`src/rtl/keypad_pkg.sv`:
```
// Shared definitions for the keypad scanner: state encoding, default
// parameter values and the key_code width helper.
// Optional feature macro: KEYPAD_SCAN_CTRL_REPEAT_EN (auto-repeat on a held key).
package keypad_pkg;

  localparam int DEF_ROWS         = 4;
  localparam int DEF_COLS         = 4;
  localparam int DEF_TICK_DIV     = 50000;
  localparam int DEF_DEBOUNCE     = 4;
  localparam int DEF_REPEAT_DELAY = 100;
  localparam int DEF_REPEAT_RATE  = 25;

  typedef enum logic [2:0] {
    ST_IDLE     = 3'd0,
    ST_SCAN     = 3'd1,
    ST_DEBOUNCE = 3'd2,
    ST_PRESSED  = 3'd3,
    ST_RELEASE  = 3'd4
  } kp_state_e;

  // Width of key_code; a 1x1 keypad still gets a 1-bit port.
  function automatic int key_code_width(input int rows, input int cols);
    int n;
    n = rows * cols;
    return (n <= 1) ? 1 : $clog2(n);
  endfunction

  // Width needed to hold values 0..max_val.
  function automatic int cnt_width(input int max_val);
    return (max_val <= 1) ? 1 : $clog2(max_val + 1);
  endfunction

endpackage

```
`src/rtl/keypad_tick_gen.sv`:
```
// Free-running divider: one-clk tick every DIV clk cycles.
module keypad_tick_gen #(
  parameter int DIV = 50000
) (
  input  logic clk,
  input  logic rst_n,
  output logic tick
);

  localparam int CW = (DIV <= 2) ? 1 : $clog2(DIV);

  logic [CW-1:0] cnt_q;
  logic          tick_q;

  // Count 0..DIV-1 and flag the wrap as the tick.
  // NOTE: sequential state uses <= so every flop updates from pre-edge values.
  always_ff @(posedge clk or negedge rst_n) begin
    if (!rst_n) begin
      cnt_q  <= '0;
      tick_q <= 1'b0;
    end else if (cnt_q == CW'(DIV - 1)) begin
      cnt_q  <= '0;
      tick_q <= 1'b1;
    end else begin
      cnt_q  <= cnt_q + CW'(1);
      tick_q <= 1'b0;
    end
  end

  assign tick = tick_q;

endmodule

```
`src/rtl/keypad_scan_ctrl.sv`:
```
// Matrix keypad scanner with debounce on press and release.
// Columns are driven one-cold, rows are active-low inputs with pull-ups.
// Optional feature macro: KEYPAD_SCAN_CTRL_REPEAT_EN adds auto-repeat
// pulses on key_press while a key stays held.
module keypad_scan_ctrl
  import keypad_pkg::*;
#(
  parameter int ROWS         = DEF_ROWS,
  parameter int COLS         = DEF_COLS,
  parameter int TICK_DIV     = DEF_TICK_DIV,
  parameter int DEBOUNCE     = DEF_DEBOUNCE,
  parameter int REPEAT_DELAY = DEF_REPEAT_DELAY,
  parameter int REPEAT_RATE  = DEF_REPEAT_RATE
) (
  input  logic                                   clk,
  input  logic                                   rst_n,
  input  logic [ROWS-1:0]                        row,
  output logic [COLS-1:0]                        col,
  output logic [key_code_width(ROWS, COLS)-1:0]  key_code,
  output logic                                   key_valid,
  output logic                                   key_press,
  output logic                                   key_release
);

  localparam int KW  = key_code_width(ROWS, COLS);
  localparam int CIW = (COLS <= 1) ? 1 : $clog2(COLS);
  localparam int RIW = (ROWS <= 1) ? 1 : $clog2(ROWS);
  localparam int DW  = cnt_width(DEBOUNCE);

  if (ROWS < 1 || ROWS > 8 || COLS < 1 || COLS > 8 || TICK_DIV < 2 ||
      DEBOUNCE < 1 || REPEAT_DELAY < 1 || REPEAT_RATE < 1) begin : g_bad_params
    $error("keypad_scan_ctrl: parameter out of range");
  end

  kp_state_e       state_q;
  logic [COLS-1:0] col_q;
  logic [CIW-1:0]  col_idx_q;
  logic [ROWS-1:0] cap_row_q;
  logic [DW-1:0]   deb_cnt_q;
  logic [KW-1:0]   key_code_q;
  logic            key_valid_q;
  logic            key_press_q;
  logic            key_release_q;

  logic [ROWS-1:0] row_meta_q;
  logic [ROWS-1:0] row_sync_q;
  logic            tick;
  logic            row_idle;
  logic [RIW-1:0]  hit_row;
  logic [KW-1:0]   hit_code;
  logic            rpt_fire;

  // Drive only column idx low, every other column released.
  function automatic logic [COLS-1:0] one_cold(input logic [CIW-1:0] idx);
    logic [COLS-1:0] v;
    v      = '1;
    v[idx] = 1'b0;
    return v;
  endfunction

  keypad_tick_gen #(
    .DIV (TICK_DIV)
  ) u_tick_gen (
    .clk   (clk),
    .rst_n (rst_n),
    .tick  (tick)
  );

  // Two-flop synchronizer on the asynchronous row inputs.
  // NOTE: reset to all ones (the pulled-up idle level) so leaving reset never looks like a press.
  always_ff @(posedge clk or negedge rst_n) begin
    if (!rst_n) begin
      row_meta_q <= '1;
      row_sync_q <= '1;
    end else begin
      row_meta_q <= row;
      row_sync_q <= row_meta_q;
    end
  end

  assign row_idle = &row_sync_q;

  // Lowest low row of the captured pattern wins when several are pressed.
  // NOTE: default assignment first keeps this purely combinational (no latch).
  always_comb begin
    hit_row = '0;
    for (int r = ROWS - 1; r >= 0; r--) begin
      if (!cap_row_q[r]) hit_row = RIW'(r);
    end
  end

  assign hit_code = KW'(col_idx_q) * KW'(ROWS) + KW'(hit_row);

`ifdef KEYPAD_SCAN_CTRL_REPEAT_EN
  localparam int RW = cnt_width((REPEAT_DELAY > REPEAT_RATE) ? REPEAT_DELAY : REPEAT_RATE);

  logic [RW-1:0] rpt_cnt_q;
  logic          rpt_first_q;
  logic [RW-1:0] rpt_last;

  assign rpt_last = rpt_first_q ? RW'(REPEAT_DELAY - 1) : RW'(REPEAT_RATE - 1);
  assign rpt_fire = tick && (state_q == ST_PRESSED) && !row_idle && (rpt_cnt_q == rpt_last);

  // Ticks since the last press pulse; cleared whenever PRESSED is left,
  // so a return from RELEASE restarts the initial delay.
  always_ff @(posedge clk or negedge rst_n) begin
    if (!rst_n) begin
      rpt_cnt_q   <= '0;
      rpt_first_q <= 1'b1;
    end else if (state_q != ST_PRESSED) begin
      rpt_cnt_q   <= '0;
      rpt_first_q <= 1'b1;
    end else if (tick && !row_idle) begin
      if (rpt_cnt_q == rpt_last) begin
        rpt_cnt_q   <= '0;
        rpt_first_q <= 1'b0;
      end else begin
        rpt_cnt_q <= rpt_cnt_q + RW'(1);
      end
    end
  end
`else
  assign rpt_fire = 1'b0;
`endif

  // Scan state machine; advances on ticks only, all outputs registered.
  always_ff @(posedge clk or negedge rst_n) begin
    if (!rst_n) begin
      state_q       <= ST_IDLE;
      col_q         <= '0;
      col_idx_q     <= '0;
      cap_row_q     <= '1;
      deb_cnt_q     <= '0;
      key_code_q    <= '0;
      key_valid_q   <= 1'b0;
      key_press_q   <= 1'b0;
      key_release_q <= 1'b0;
    end else begin
      key_press_q   <= 1'b0;
      key_release_q <= 1'b0;
      if (tick) begin
        case (state_q)
          ST_IDLE: begin
            col_q <= '0;
            if (!row_idle) begin
              state_q   <= ST_SCAN;
              col_idx_q <= '0;
              col_q     <= one_cold('0);
            end
          end
          ST_SCAN: begin
            if (!row_idle) begin
              // Column stays driven; col_idx_q now names the hit column.
              cap_row_q <= row_sync_q;
              deb_cnt_q <= '0;
              state_q   <= ST_DEBOUNCE;
            end else if (col_idx_q == CIW'(COLS - 1)) begin
              state_q <= ST_IDLE;
              col_q   <= '0;
            end else begin
              col_idx_q <= col_idx_q + CIW'(1);
              col_q     <= one_cold(col_idx_q + CIW'(1));
            end
          end
          ST_DEBOUNCE: begin
            if (row_sync_q != cap_row_q) begin
              state_q <= ST_IDLE;
              col_q   <= '0;
            end else if (deb_cnt_q == DW'(DEBOUNCE - 1)) begin
              state_q     <= ST_PRESSED;
              key_code_q  <= hit_code;
              key_valid_q <= 1'b1;
              key_press_q <= 1'b1;
            end else begin
              deb_cnt_q <= deb_cnt_q + DW'(1);
            end
          end
          ST_PRESSED: begin
            if (row_idle) begin
              state_q   <= ST_RELEASE;
              deb_cnt_q <= '0;
            end else if (rpt_fire) begin
              key_press_q <= 1'b1;
            end
          end
          ST_RELEASE: begin
            if (!row_idle) begin
              state_q <= ST_PRESSED;
            end else if (deb_cnt_q == DW'(DEBOUNCE - 1)) begin
              state_q       <= ST_IDLE;
              col_q         <= '0;
              key_valid_q   <= 1'b0;
              key_release_q <= 1'b1;
            end else begin
              deb_cnt_q <= deb_cnt_q + DW'(1);
            end
          end
          default: begin
            state_q <= ST_IDLE;
            col_q   <= '0;
          end
        endcase
      end
    end
  end

  assign col         = col_q;
  assign key_code    = key_code_q;
  assign key_valid   = key_valid_q;
  assign key_press   = key_press_q;
  assign key_release = key_release_q;

endmodule

```
`config.mk`:
```
export PLATFORM = sky130hd
export DESIGN_NAME = keypad_scan_ctrl
export DESIGN_NICKNAME = d
export VERILOG_FILES = /design/src/rtl/keypad_pkg.sv /design/src/rtl/keypad_tick_gen.sv /design/src/rtl/keypad_scan_ctrl.sv
export SDC_FILE = /design/constraint.sdc
export NUM_CORES = 1
export LEC_CHECK = 0
export CORE_ASPECT_RATIO = 0.5
export CORE_MARGIN = 2
export CORE_UTILIZATION = 48
export DETAILED_ROUTE_END_ITERATION = 8
export PLACE_DENSITY = 0.65
export SETUP_SLACK_MARGIN = 0.3
export SLEW_MARGIN = 20
export SYNTH_ARGS = -nofsm -noshare
export SYNTH_HDL_FRONTEND = slang
export SYNTH_SLANG_ARGS = --single-unit
```
`constraint.sdc`:
```
create_clock -name clk -period 2.8 [get_ports clk]
set_input_delay 0.7 -clock clk [delete_from_list [all_inputs] [get_ports clk]]
set_output_delay 0.7 -clock clk [all_outputs]
set_load 0.01 [all_outputs]
```
==> results.md <==
- Status: finished, final reports clean
- Final hold viol count: 0
- Die Y: 52.75 um
- Fraction of layout cells with a size suffix above 1: ~17%
- Die Footprint: 5353 um^2
- CP required: approximately 3000 ps
- Fin crit share: between 60% and 70%
- Post-CTS Hold Fix Bufs: 0
- Synth cell types: 47
- Drt wl/cell: about 13 um
- Tot GR Track Use: between 10% and 20%
- First-pass DRT Iterations: 4
- First-pass GRT wire length: ~6.6 mm
- Min-Delay Startpoint: row_meta_q[2]$_DFF_PN1_
- Post-synthesis cell area: around 2300 um^2
- Initial antenna violation count: 0
- WHS: 357.8 ps
- CTS clk-pin slew, worst paths: about 80 ps
- Ports: 17
- Core Area: 4488 um^2
- Initial core utilization: between 50 and 60%
- DRT Wirelength: 3.775 mm
- Worst reg2reg path startpoint: deb_cnt_q[0]$_DFFE_PN0P_
- CP max stage cell: dfrtp_1
- RSZ-0062 raised after global routing: no
- Top-area cell type share of the netlist area: about two fifths
- Worst slew margin: roughly three fifths
- Worst Path Buf+Inv: 0
- Root Driver: clkbuf_8
- Largest net degree at the start of global routing: 49
- Worst path arrival time: roughly 2200 ps
- Min-delay worst type: reg2reg
- FMAX: between 500 and 600 MHz
- Final min period: about 2000 ps
- Post-CTS setup buffer count: 0
- Post-synthesis instance total: roughly 200
- Worst hold stages: 0
- Slew Limit Fails: 0
- Delay-heaviest family, CP: simple AND/OR/NAND/NOR gates
- Core Util, Final: between 50 and 60%
- Die width: 101.5 um
- CP max stage delay: 410 ps
- Crit-path max FO: 6
- Crit-path cells: ha_1, ha_1, or3_1, o211ai_1, nand2_2, mux2_4
- Area Overhead vs Synth: 13.82%
- Number of cells on the critical path: 6
- FF-to-FF path depth: 6
- Setup TNS: 0 ps
- HPWL Detailed: around 2.7 mm
- Critical Path Sink: deb_cnt_q[0]$_DFFE_PN0P_
- Commonest non-fill, non-tap cell in the layout: dfrtp_1
- Final Wtd Congestion: around 0.87
- R2R setup slack: 840 ps
- Max Cap Viol: 0
- Leakage: ~1.1 nW
- Yosys synthesis warning count: 0
- Remaining DRCs: 0
- Num rows: 17
- CTS tree: built
- Reg2reg end: deb_cnt_q[0]$_DFFE_PN0P_
- Commonest cells after routing, fill and taps aside: 36 x dfrtp_1, 22 x nor2_1, 15 x clkdlybuf4s50_1, 14 x nand2_1, 12 x dfstp_2
- Worst slew pin tran: ~570 ps
- Worst setup SP type: flop
- Fraction of registers with async set/reset: 100.0%
- EDFF count, synth: 0
- Final setup vio count: 0
- CTS sink count: 48
- Clock latency on the worst-skew pair: approximately 300 ps
- Crit end category: flop
- Iteration-0 DRC Markers: 46
- Post_cts resized: 0
- Crit-path most repeated cell: ha_1
- Synth top area cells: dfrtp_1 39%, dfstp_2 14%, xnor2_1 4.2%, mux2_4 3.9%, nor2_1 3.6%
- Post-route ant nets: 0
- # port buffers: 16
- Maximum root-to-sink buffer count: 2
- Total number of vias: 1,479
- Cell taking the most area after synthesis: dfrtp_1
- Num CTS Buffers: 5
- Mapped Nets: approximately 210
- Max VDD drop: 205.8 uV
- Skew final: 5.183 ps
- Crit. Startpoint: deb_cnt_q[0]$_DFFE_PN0P_
- Overflow after GRT: 0
- Crit Path Class: reg2reg
- Average size of a mapped cell: 11.46 um^2
- Diode count: 0
- Vias in the first global route: about 1,500
- Count of state elements after synthesis: 48
- CTS H-tree depth: 2
- NumNets Final: 231
- Pwr dens: 446.8 nW/um^2
- Post-synthesis sequential area ratio: 53.32%
- Predominant post-synthesis flop cell: dfrtp_1
- Mean number of vias per cell: between 5 and 6
per-stage QoR:
stage | power (mW) | cells | area, um^2 | worst slack (ps)
CTS | 1.184 | 286 | 2596 | 845.9
global route | 1.214 | 286 | 2596 | 747.6
floorplan | 0.7264 | 199 | 2281 | 996.6
detailed placement | 0.7488 | 278 | 2501 | 861.7
finish | 1.160 | 286 | 2596 | 843.2
global placement | 0.7483 | 278 | 2501 | 923.7
flip-flops by register name, summed over array words and instances, names as in the netlist:
signal            count
u_tick_gen.tick       1
key_release           1
key_code              4
col                   4
col_idx_q             2
key_press             1
key_valid             1
deb_cnt_q             3
cap_row_q             4
u_tick_gen.cnt_q     16
row_sync_q            4
state_q               3
row_meta_q            4
cells in the mapped netlist (3+ instances only):
cell	n
nor2_1	22
a21o_1	4
inv_1	4
dfstp_2	12
dfrtp_1	36
o21ai_0	4
nand2_1	14
nand2b_1	3
mux2_1	4
nand3_1	6
nor3_1	4
xor2_1	7
o211ai_1	4
xnor2_1	11
a21oi_1	4
o2bb2ai_1	3
mux2_4	6
ha_1	6
o21ai_1	3
nand4_1	7
worst register-to-register path, delay by kind of cell (launching register included):
family | cells | cell delay (ps)
and+or+nand+nor | 2 | 520
DFF | 1 | 410
muxes | 1 | 310
AOI/OAI and AO/OA | 1 | 140
adders and majority gates | 2 | 470
routing by layer:
| layer | up-vias | wire length, um | GRT usage (%) |
|---|---|---|---|
| li1 | 741 | - | - |
| met1 | 703 | 1869 | 20.94 |
| met2 | 28 | 1698 | 27.26 |
| met3 | 7 | 141 | 5.200 |
| met4 | 0 | 65 | 6.757 |
| met5 | - | 0 | 0 |
power breakdown:
part           leakage, nW  total (mW)  switching (mW)  internal [mW]
Clock               0.0484       0.426           0.224          0.202
Sequential           0.614       0.708         0.00420          0.704
Combinational        0.474      0.0264          0.0170        0.00946
worst min-delay path by stage:
stage,endpoint
5_1_grt,row_sync_q[2]$_DFF_PN1_
4_1_cts,row_sync_q[2]$_DFF_PN1_
6_report,row_sync_q[2]$_DFF_PN1_
3_5_place_dp,row_sync_q[2]$_DFF_PN1_
3_3_place_gp,row_sync_q[0]$_DFF_PN1_
2_1_floorplan,row_sync_q[0]$_DFF_PN1_
cell type report:
class                      count  area (um^2)
clock buffer                   7        86.33
clock inverter                 1        8.758
fill                         382         1892
inverter                       6        22.52
multi-input combinational    141         1017
sequential                    48         1216
tap                           66        82.58
timing repair buffer          17        162.7
cells by family (layout without fill, tap and decap cells):
group                      count (synthesis)  in the layout  share of synthesized area, %
and+or+nand+nor                           76             76                         18.49
DFF                                       48             48                         53.32
AOI/OAI and AO/OA                         31             31                         9.984
xor gates and xnor gates                  18             18                         6.912
muxes                                     10             10                         5.924
buffers and inverters                     10             31                         2.084
adders and majority gates                  6              6                         3.291
No activity file was read; power rests on OpenSTA's default activity.
